**src/rtl/lfsr_step_engine_if.sv**
```systemverilog
// Command/status bundle between a controller and the LFSR step engine.
// The controller drives the seed and step commands; the engine returns
// its state word, the serial bit and its status flags.
interface lfsr_step_engine_if #(
   parameter int WIDTH = 8,
   parameter int CNT_W = 16
);
   logic             seed_load;
   logic [WIDTH-1:0] seed;
   logic             start;
   logic [CNT_W-1:0] num_steps;
   logic             step_en;
   logic [WIDTH-1:0] state_out;
   logic             ser_out;
   logic             busy;
   logic             done;
   logic             lockup;
   logic             period_hit;

   modport master (
      output seed_load, seed, start, num_steps, step_en,
      input  state_out, ser_out, busy, done, lockup, period_hit
   );

   modport slave (
      input  seed_load, seed, start, num_steps, step_en,
      output state_out, ser_out, busy, done, lockup, period_hit
   );
endinterface

```
**src/rtl/lfsr_step_engine.sv**
```systemverilog
// Loadable Fibonacci LFSR with a run-N-steps burst FSM.
// In IDLE it accepts a seed load, a burst start or single steps. In RUN it
// shifts once per cycle until the burst count is used up, or until a seed
// load aborts the burst. done and period_hit are one-cycle pulses.
module lfsr_step_engine #(
   parameter int               WIDTH      = 8,
   parameter logic [WIDTH-1:0] TAPS       = WIDTH'(8'hB8),
   parameter logic [WIDTH-1:0] RESET_SEED = WIDTH'(8'h01),
   parameter int               CNT_W      = 16
) (
   input  logic                 clk,
   input  logic                 rst,
   lfsr_step_engine_if.slave    ctl_io
);

   typedef enum logic {
      ST_IDLE = 1'b0,
      ST_RUN  = 1'b1
   } fsm_t;

   fsm_t             fsm_q;
   logic [WIDTH-1:0] state_q;
   logic [WIDTH-1:0] seed_q;
   logic [CNT_W-1:0] rem_q;
   logic             busy_q;
   logic             done_q;
   logic             phit_q;

   logic [WIDTH-1:0] shift_d;
   logic             lockup_d;

   // Next LFSR value: shift left, feedback is the parity of the tapped bits.
   assign shift_d  = {state_q[WIDTH-2:0], ^(state_q & TAPS)};
   assign lockup_d = (state_q == '0);

   // Command FSM, LFSR state and registered status pulses.
   always_ff @(posedge clk or posedge rst) begin
      if (rst) begin
         fsm_q   <= ST_IDLE;
         state_q <= RESET_SEED;
         seed_q  <= RESET_SEED;
         rem_q   <= '0;
         busy_q  <= 1'b0;
         done_q  <= 1'b0;
         phit_q  <= 1'b0;
      end else begin
         done_q <= 1'b0;
         phit_q <= 1'b0;
         unique case (fsm_q)
            ST_IDLE: begin
               if (ctl_io.seed_load) begin
                  state_q <= ctl_io.seed;
                  seed_q  <= ctl_io.seed;
               end else if (ctl_io.start && lockup_d) begin
                  // a stuck all-zero state cannot be run; drop the request
               end else if (ctl_io.start && (ctl_io.num_steps == '0)) begin
                  done_q <= 1'b1;
               end else if (ctl_io.start) begin
                  rem_q  <= ctl_io.num_steps;
                  fsm_q  <= ST_RUN;
                  busy_q <= 1'b1;
               end else if (ctl_io.step_en) begin
                  state_q <= shift_d;
                  phit_q  <= (shift_d == seed_q);
               end
            end
            ST_RUN: begin
               if (ctl_io.seed_load) begin
                  state_q <= ctl_io.seed;
                  seed_q  <= ctl_io.seed;
                  rem_q   <= '0;
                  fsm_q   <= ST_IDLE;
                  busy_q  <= 1'b0;
               end else begin
                  state_q <= shift_d;
                  phit_q  <= (shift_d == seed_q);
                  rem_q   <= rem_q - 1'b1;
                  if (rem_q == CNT_W'(1)) begin
                     fsm_q  <= ST_IDLE;
                     busy_q <= 1'b0;
                     done_q <= 1'b1;
                  end
               end
            end
            default: begin
               fsm_q  <= ST_IDLE;
               busy_q <= 1'b0;
            end
         endcase
      end
   end

   assign ctl_io.state_out  = state_q;
   assign ctl_io.ser_out    = state_q[WIDTH-1];
   assign ctl_io.busy       = busy_q;
   assign ctl_io.done       = done_q;
   assign ctl_io.lockup     = lockup_d;
   assign ctl_io.period_hit = phit_q;

endmodule
```
**src/flat_wrapper.sv**
```systemverilog
// flat-port wrapper written by rule: the top's interface ports become plain ports
module lfsr_step_engine_flat 
#(
   parameter int               WIDTH      = 8,
   parameter logic [WIDTH-1:0] TAPS       = WIDTH'(8'hB8),
   parameter logic [WIDTH-1:0] RESET_SEED = WIDTH'(8'h01),
   parameter int               CNT_W      = 16
)
  (clk, rst, ctl_io_seed_load, ctl_io_seed, ctl_io_start, ctl_io_num_steps, ctl_io_step_en, ctl_io_state_out, ctl_io_ser_out, ctl_io_busy, ctl_io_done, ctl_io_lockup, ctl_io_period_hit);
  lfsr_step_engine_if #(.WIDTH(WIDTH), .CNT_W(CNT_W)) ctl_io_i ();
  input  logic clk;
  input  logic rst;
  input wire logic [$bits(ctl_io_i.seed_load)-1:0] ctl_io_seed_load;
  input wire logic [$bits(ctl_io_i.seed)-1:0] ctl_io_seed;
  input wire logic [$bits(ctl_io_i.start)-1:0] ctl_io_start;
  input wire logic [$bits(ctl_io_i.num_steps)-1:0] ctl_io_num_steps;
  input wire logic [$bits(ctl_io_i.step_en)-1:0] ctl_io_step_en;
  output wire logic [$bits(ctl_io_i.state_out)-1:0] ctl_io_state_out;
  output wire logic [$bits(ctl_io_i.ser_out)-1:0] ctl_io_ser_out;
  output wire logic [$bits(ctl_io_i.busy)-1:0] ctl_io_busy;
  output wire logic [$bits(ctl_io_i.done)-1:0] ctl_io_done;
  output wire logic [$bits(ctl_io_i.lockup)-1:0] ctl_io_lockup;
  output wire logic [$bits(ctl_io_i.period_hit)-1:0] ctl_io_period_hit;
  assign ctl_io_i.seed_load = ctl_io_seed_load;
  assign ctl_io_i.seed = ctl_io_seed;
  assign ctl_io_i.start = ctl_io_start;
  assign ctl_io_i.num_steps = ctl_io_num_steps;
  assign ctl_io_i.step_en = ctl_io_step_en;
  assign ctl_io_state_out = ctl_io_i.state_out;
  assign ctl_io_ser_out = ctl_io_i.ser_out;
  assign ctl_io_busy = ctl_io_i.busy;
  assign ctl_io_done = ctl_io_i.done;
  assign ctl_io_lockup = ctl_io_i.lockup;
  assign ctl_io_period_hit = ctl_io_i.period_hit;
  lfsr_step_engine #(.WIDTH(WIDTH), .TAPS(TAPS), .RESET_SEED(RESET_SEED), .CNT_W(CNT_W)) u_core (.clk(clk), .rst(rst), .ctl_io(ctl_io_i));
endmodule
```
**config.mk**
```make
export PLATFORM = sky130hd
export DESIGN_NAME = lfsr_step_engine_flat
export DESIGN_NICKNAME = d
export VERILOG_FILES = /design/src/rtl/lfsr_step_engine_if.sv /design/src/rtl/lfsr_step_engine.sv /design/src/flat_wrapper.sv
export SDC_FILE = /design/constraint.sdc
export NUM_CORES = 1
export LEC_CHECK = 0
export ABC_AREA = 0
export BUFFER_PORTS_ARGS = -buffer_cell sky130_fd_sc_hd__buf_2
export CAP_MARGIN = 20
export CORE_ASPECT_RATIO = 0.75
export CORE_MARGIN = 4
export CORE_UTILIZATION = 30
export CTS_CLUSTER_SIZE = 12
export DETAILED_ROUTE_END_ITERATION = 7
export GPL_ROUTABILITY_DRIVEN = 0
export SYNTH_ARGS = -nofsm -noshare
export SYNTH_HDL_FRONTEND = slang
export SYNTH_SLANG_ARGS = --single-unit
export TNS_END_PERCENT = 10
```
**constraint.sdc**
```tcl
create_clock -name clk -period 1.7 [get_ports clk]
set_input_delay 0.34 -clock clk [delete_from_list [all_inputs] [get_ports clk]]
set_output_delay 0.34 -clock clk [all_outputs]
set_load 0.02 [all_outputs]
```
# Word-level counts from Yosys, hierarchy flattened
# Cells that the tools add are included.
# word_totals
out_inout_bits	13
elab_cells	69
in_bits	29
ff_bits	36
# classes
n_eq_ne	11
n_mux	41
bitwise_logic	1
reduce_logical	8
add_sub_neg	1
# op_table
operator	count
16-bit 2-to-1 mux	5
8-bit 2-to-1 mux	7
16-bit one-hot mux with 2 select lines	1
1-bit 2-to-1 mux	23
16-bit by 1-bit == test with 1-bit output, second input constant	1
16-bit logical NOT	1
8-bit one-hot mux with 2 select lines	1
16-bit by 1-bit subtractor with 16-bit output, second input constant	1
3-bit inequality test, second input constant	5
8-bit == test	1
8-bit logical NOT	1
2-bit inequality test, second input constant	4
1-bit one-hot mux with 2 select lines	4
4-bit AND reduction	2
8-bit parity	1
5-bit AND reduction	1
1-bit logical AND	2
1-bit NOT	1

# Logic depth before layout (Yosys ltp)
# logic_depth
word_depth	8
depth_mapped	8
mapped_depth_nobuf	7

# Worst setup path before layout
# No wires, ideal clock.
# synth_timing
path_type	register -> register
from	reg u_core.state_q[4] (netlist: u_core.ctl_io.state_out[4])
to	reg u_core.rem_q[10]
path_buffers	1
arrival_time_ns	1.538
synth_period_minus_slack_ns	1.676
slack_ns	0.024
setup_time_ns	0.138
required_time_ns	1.562
stages_incl_launch_ff	9
cell_sequence	dfrtp_1 > inv_1 > ha_1 > nor4b_1 > nand2_1 > nand4b_1 > buf_4 > mux2i_1 > o22ai_1
# synth_via
elab_chain_len	4
# synth_lines
item	line	rtl
start, declared	lfsr_step_engine.sv:22	logic [WIDTH-1:0] state_q;
start signal, assigned	lfsr_step_engine.sv:52	state_q <= ctl_io.seed;
start signal, assigned	lfsr_step_engine.sv:63	state_q <= shift_d;
start signal, assigned	lfsr_step_engine.sv:69	state_q <= ctl_io.seed;
8-bit logical NOT	lfsr_step_engine.sv:34	assign lockup_d = (state_q == '0);
1-bit logical AND	lfsr_step_engine.sv:54	end else if (ctl_io.start && lockup_d) begin
2-bit inequality test (no line)	--	
4-bit AND reduction (no line)	--	
end signal, assigned	lfsr_step_engine.sv:59	rem_q <= ctl_io.num_steps;
end signal, assigned	lfsr_step_engine.sv:77	rem_q <= rem_q - 1'b1;
end, declared	lfsr_step_engine.sv:24	logic [CNT_W-1:0] rem_q;
# Every way passes these cells.
# A chain may end at the register's enable or synchronous reset.

# Worst setup path in the final report
# layout_timing
from	reg u_core.state_q[4] (netlist: u_core.ctl_io.state_out[4])
to	out ctl_io_lockup
# layout_via
elab_chain_len	1
# layout_lines
item	line	rtl
8-bit logical NOT	lfsr_step_engine.sv:34	
end, declared	flat_wrapper.sv:22	output wire logic [$bits(ctl_io_i.lockup)-1:0] ctl_io_lockup;
# Every way passes these cells.

==> flow_metrics.py <==
metrics = {
    "run_status": {
        "status": "complete, but fails checks",
        "violations": "setup timing",
    },
    "yosys": {
        "yosys.area_share.simple_pct": 15.39,
        "ys_types": 37,
        "yosys.area_share.adder_pct": 1.854,
        "yosys-top-cells-area": "dfrtp_1, mux2i_1, xnor2_1",
        "synth_edf_count": 0,
        "yosys_warnings": 0,
        "synth_cells": 208,
        "yosysSeqAreaShare_pct": 44.62,
        "synth_top_family_by_area": "simple AND/OR/NAND/NOR gates",
        "synth_top_area_share_pct": 42.03,
        "syn_nets": 240,
        "post_synth.cell_area_avg_um2": 9.733,
        "synth-xor-area-share_pct": 9.085,
        "muxShareOfSynthArea_pct": 9.394,
        "synthMostInstantiatedCell": "dfrtp_1",
        "synth_compound_area_share_pct": 13.91,
        "ys_async_sr_fraction_pct": 100.0,
        "synth_seq_cells": 36,
        "synth_area_leader_cell": "dfrtp_1",
        "synthTopCellsByCount": "dfrtp_1, mux2i_1, o21ai_0",
        "synth_area_mm2": 0.002024,
        "synth_flop_cell": "dfrtp_1",
    },
    "clock_tree": {
        "hold_buffers": 0,
        "cts_made_buffers": 5,
        "cts.sinks": 36,
        "postCtsSetupRepairBufs": 0,
        "insertion_delay_ps": 290,
        "clockBufferDepth": 2,
        "htreeDepth": 2,
        "clk_pin_slew_ps": 80,
        "cts_root_buf": "clkbuf_8",
        "cts_tree": "built",
    },
    "timing": {
        "rsz0062_at_grt": "yes",
        "skew_ps": 7.045,
        "worst_slack_ps": -25.82,
        "period_share_pct": 101.5,
        "final.min_clock_period_ps": 1726,
        "drv_slew": 0,
        "tightestPinTransition_ps": 499.9,
        "hold_violations": 0,
        "max_freq_ghz": 0.5794,
        "slew_headroom_pct": 66.37,
        "setup_viol": 1,
        "setup_tns_ps": -25.82,
    },
    "die": {
        "initial_core_util_pct": 31.57,
        "dieArea_mm2": 0.008140,
        "die_w_um": 102.9,
        "coreArea_mm2": 0.006412,
        "fp.dieH_um": 79.14,
        "num_rows": 25,
        "ios": 42,
    },
    "global_route": {
        "met1_usage_pct": 20.03,
        "grt_pass1_wl_um": 8583,
        "track_usage_pct": 13.65,
        "grt_pass1_vias": 1684,
        "antenna_found_initial": 0,
        "grt_util_met2_pct": 19.07,
        "grt_overflow": 0,
        "grt_use_met3_pct": 2.897,
        "busiest_layer": "met1",
        "grt_max_degree": 37,
    },
    "power_and_ir_drop": {
        "total_power_mw": 2.950,
        "irDropWorstVdd_mv": 0.3792,
        "p_leak_nw": 1.258,
        "power_density_mw_per_mm2": 1119,
    },
    "drt": {
        "vias": 1762,
        "ant_nets": 0,
        "first_iter_violations": 117,
        "drt-total-wl_um": 5320,
        "wl_per_cell_um": 14.94,
        "drc": 0,
        "firstDrtPassIters": 4,
        "viasPerCell": 4.949,
    },
    "critical_path": {
        "critPathKind": "reg -> out",
        "cp.required_ps": 1360,
        "path_max_fanout": 2,
        "worst_setup_path_start_kind": "flop",
        "cp-end-kind": "output port",
        "arrival_ps": 1390,
    },
    "cells_and_area": {
        "layout.cells.non_filler": 356,
        "multi_input_area_mm2": 0.001031,
        "diodes": 0,
        "design_area_mm2": 0.002636,
        "syn2layout_area_growth_pct": 30.22,
        "ff_latch_area_um2": 903.4,
        "nNetsFinal": 306,
        "drive_above_1_share_pct": 31.64,
        "n_fill_cell": 638,
    },
    "placed_design": {
        "portBuffers": 41,
        "placedCellCount": 348,
        "place_ws_ps": -152.4,
        "dpl_cell_area_mm2": 0.002489,
        "post-dp-hpwl_um": 3964,
    },
    "run": {
        "cap_violations": 0,
    },
    "worst_hold_path": {
        "hold_class": "in -> async",
    },
}
[report_power, final]
group / total [mW] / switching, mW / internal (mW)
combinational: 0.985 / 0.517 / 0.469
sequential: 1.20 / 0.181 / 1.02
clock: 0.767 / 0.333 / 0.434
[metrics by stage]
stage | hold WS (ps) | utilization (%)
3_3_place_gp | 467.4 | 38.81
3_5_place_dp | 476.4 | 38.81
6_report | 144.9 | 41.11
2_1_floorplan | 455.4 | -
5_1_grt | 177.8 | 41.11
4_1_cts | 158.6 | 40.74
[flip-flops by register name, indices dropped and copies added, names as in the netlist]
| name | count |
|---|---|
| u_core.rem_q | 16 |
| u_core.seed_q | 8 |
| u_core.ctl_io.done | 1 |
| u_core.ctl_io.busy | 1 |
| u_core.ctl_io.period_hit | 1 |
| u_core.ctl_io.state_out | 8 |
| u_core.fsm_q | 1 |
[cells in the final DEF (no fill, tap or decap), types with 2 or more instances in the layout]
cell type and instances:
nor4_1 5, a21oi_1 4, mux2i_1 19, o22ai_1 12, nand3_1 5, dfrtp_1 34, buf_2 40, nor3_1 5
ha_1 2, or3_1 3, nor2_1 9, a32oi_1 2, xnor2_1 11, nand4_1 3, buf_4 27, dfstp_2 2
clkbuf_8 5, nand2_1 14, o211ai_1 3, inv_1 16, o21ai_0 18, nand4b_1 2, buf_6 2, xor2_1 10
[worst paths after layout]
| kind | start | end | slack [ps] | cells past startpoint |
|---|---|---|---|---|
| min in group clk | ctl_io_seed[2] | u_core.ctl_io.state_out[2]$_DFFE_PP0P_ | 270 | 3 |
| max in group asynchronous | rst | u_core.seed_q[0]$_DFFE_PP1P_ | 1200 | 3 |
| worst max register to register | u_core.rem_q[2]$_DFFE_PP0P_ | u_core.ctl_io.done$_DFF_PP0_ | 10 | 5 |
| worst min register to register | u_core.seed_q[0]$_DFFE_PP1P_ | u_core.seed_q[0]$_DFFE_PP1P_ | 500 | 2 |
| worst min-delay path | rst | u_core.seed_q[2]$_DFFE_PP0P_ | 140 | 3 |
| worst max-delay path | u_core.ctl_io.state_out[4]$_DFFE_PP0P_ | ctl_io_lockup | -30 | 6 |
[area by class of cell]
class	count	area share, %
timing repair buffer	69	16.14
inverter	17	2.421
clock inverter	3	1.614
tap	81	3.844
sequential	36	34.27
clock buffer	5	2.610
multi-input combinational	145	39.11
[layer usage]
metal  up-vias  wire (um)
met5         -          0
li1        876          -
met4         0        108
met1       835       2528
met2        41       2413
met3        10        270
[timing repair]
action / CTS / global route
setup endpoints to repair: 6 / 21
gates resized for setup: 4 / 5
pin swaps: 1 / 8
cloned: 0 / 0
[worst max-delay path, cell delays in order, from the launching register on]
cell and delay (ps):
dfrtp_1 380, inv_1 60, ha_2 160, nor4b_4 200, nand2_2 100, inv_2 80, buf_6 110
[cells by family after synthesis]
family,after synthesis
compound gates,46
simple gates,56
fa+ha+maj,3
flops,36
buf+inv,27
xor+xnor,21
mux,19
(Power assumes the default switching activity.)
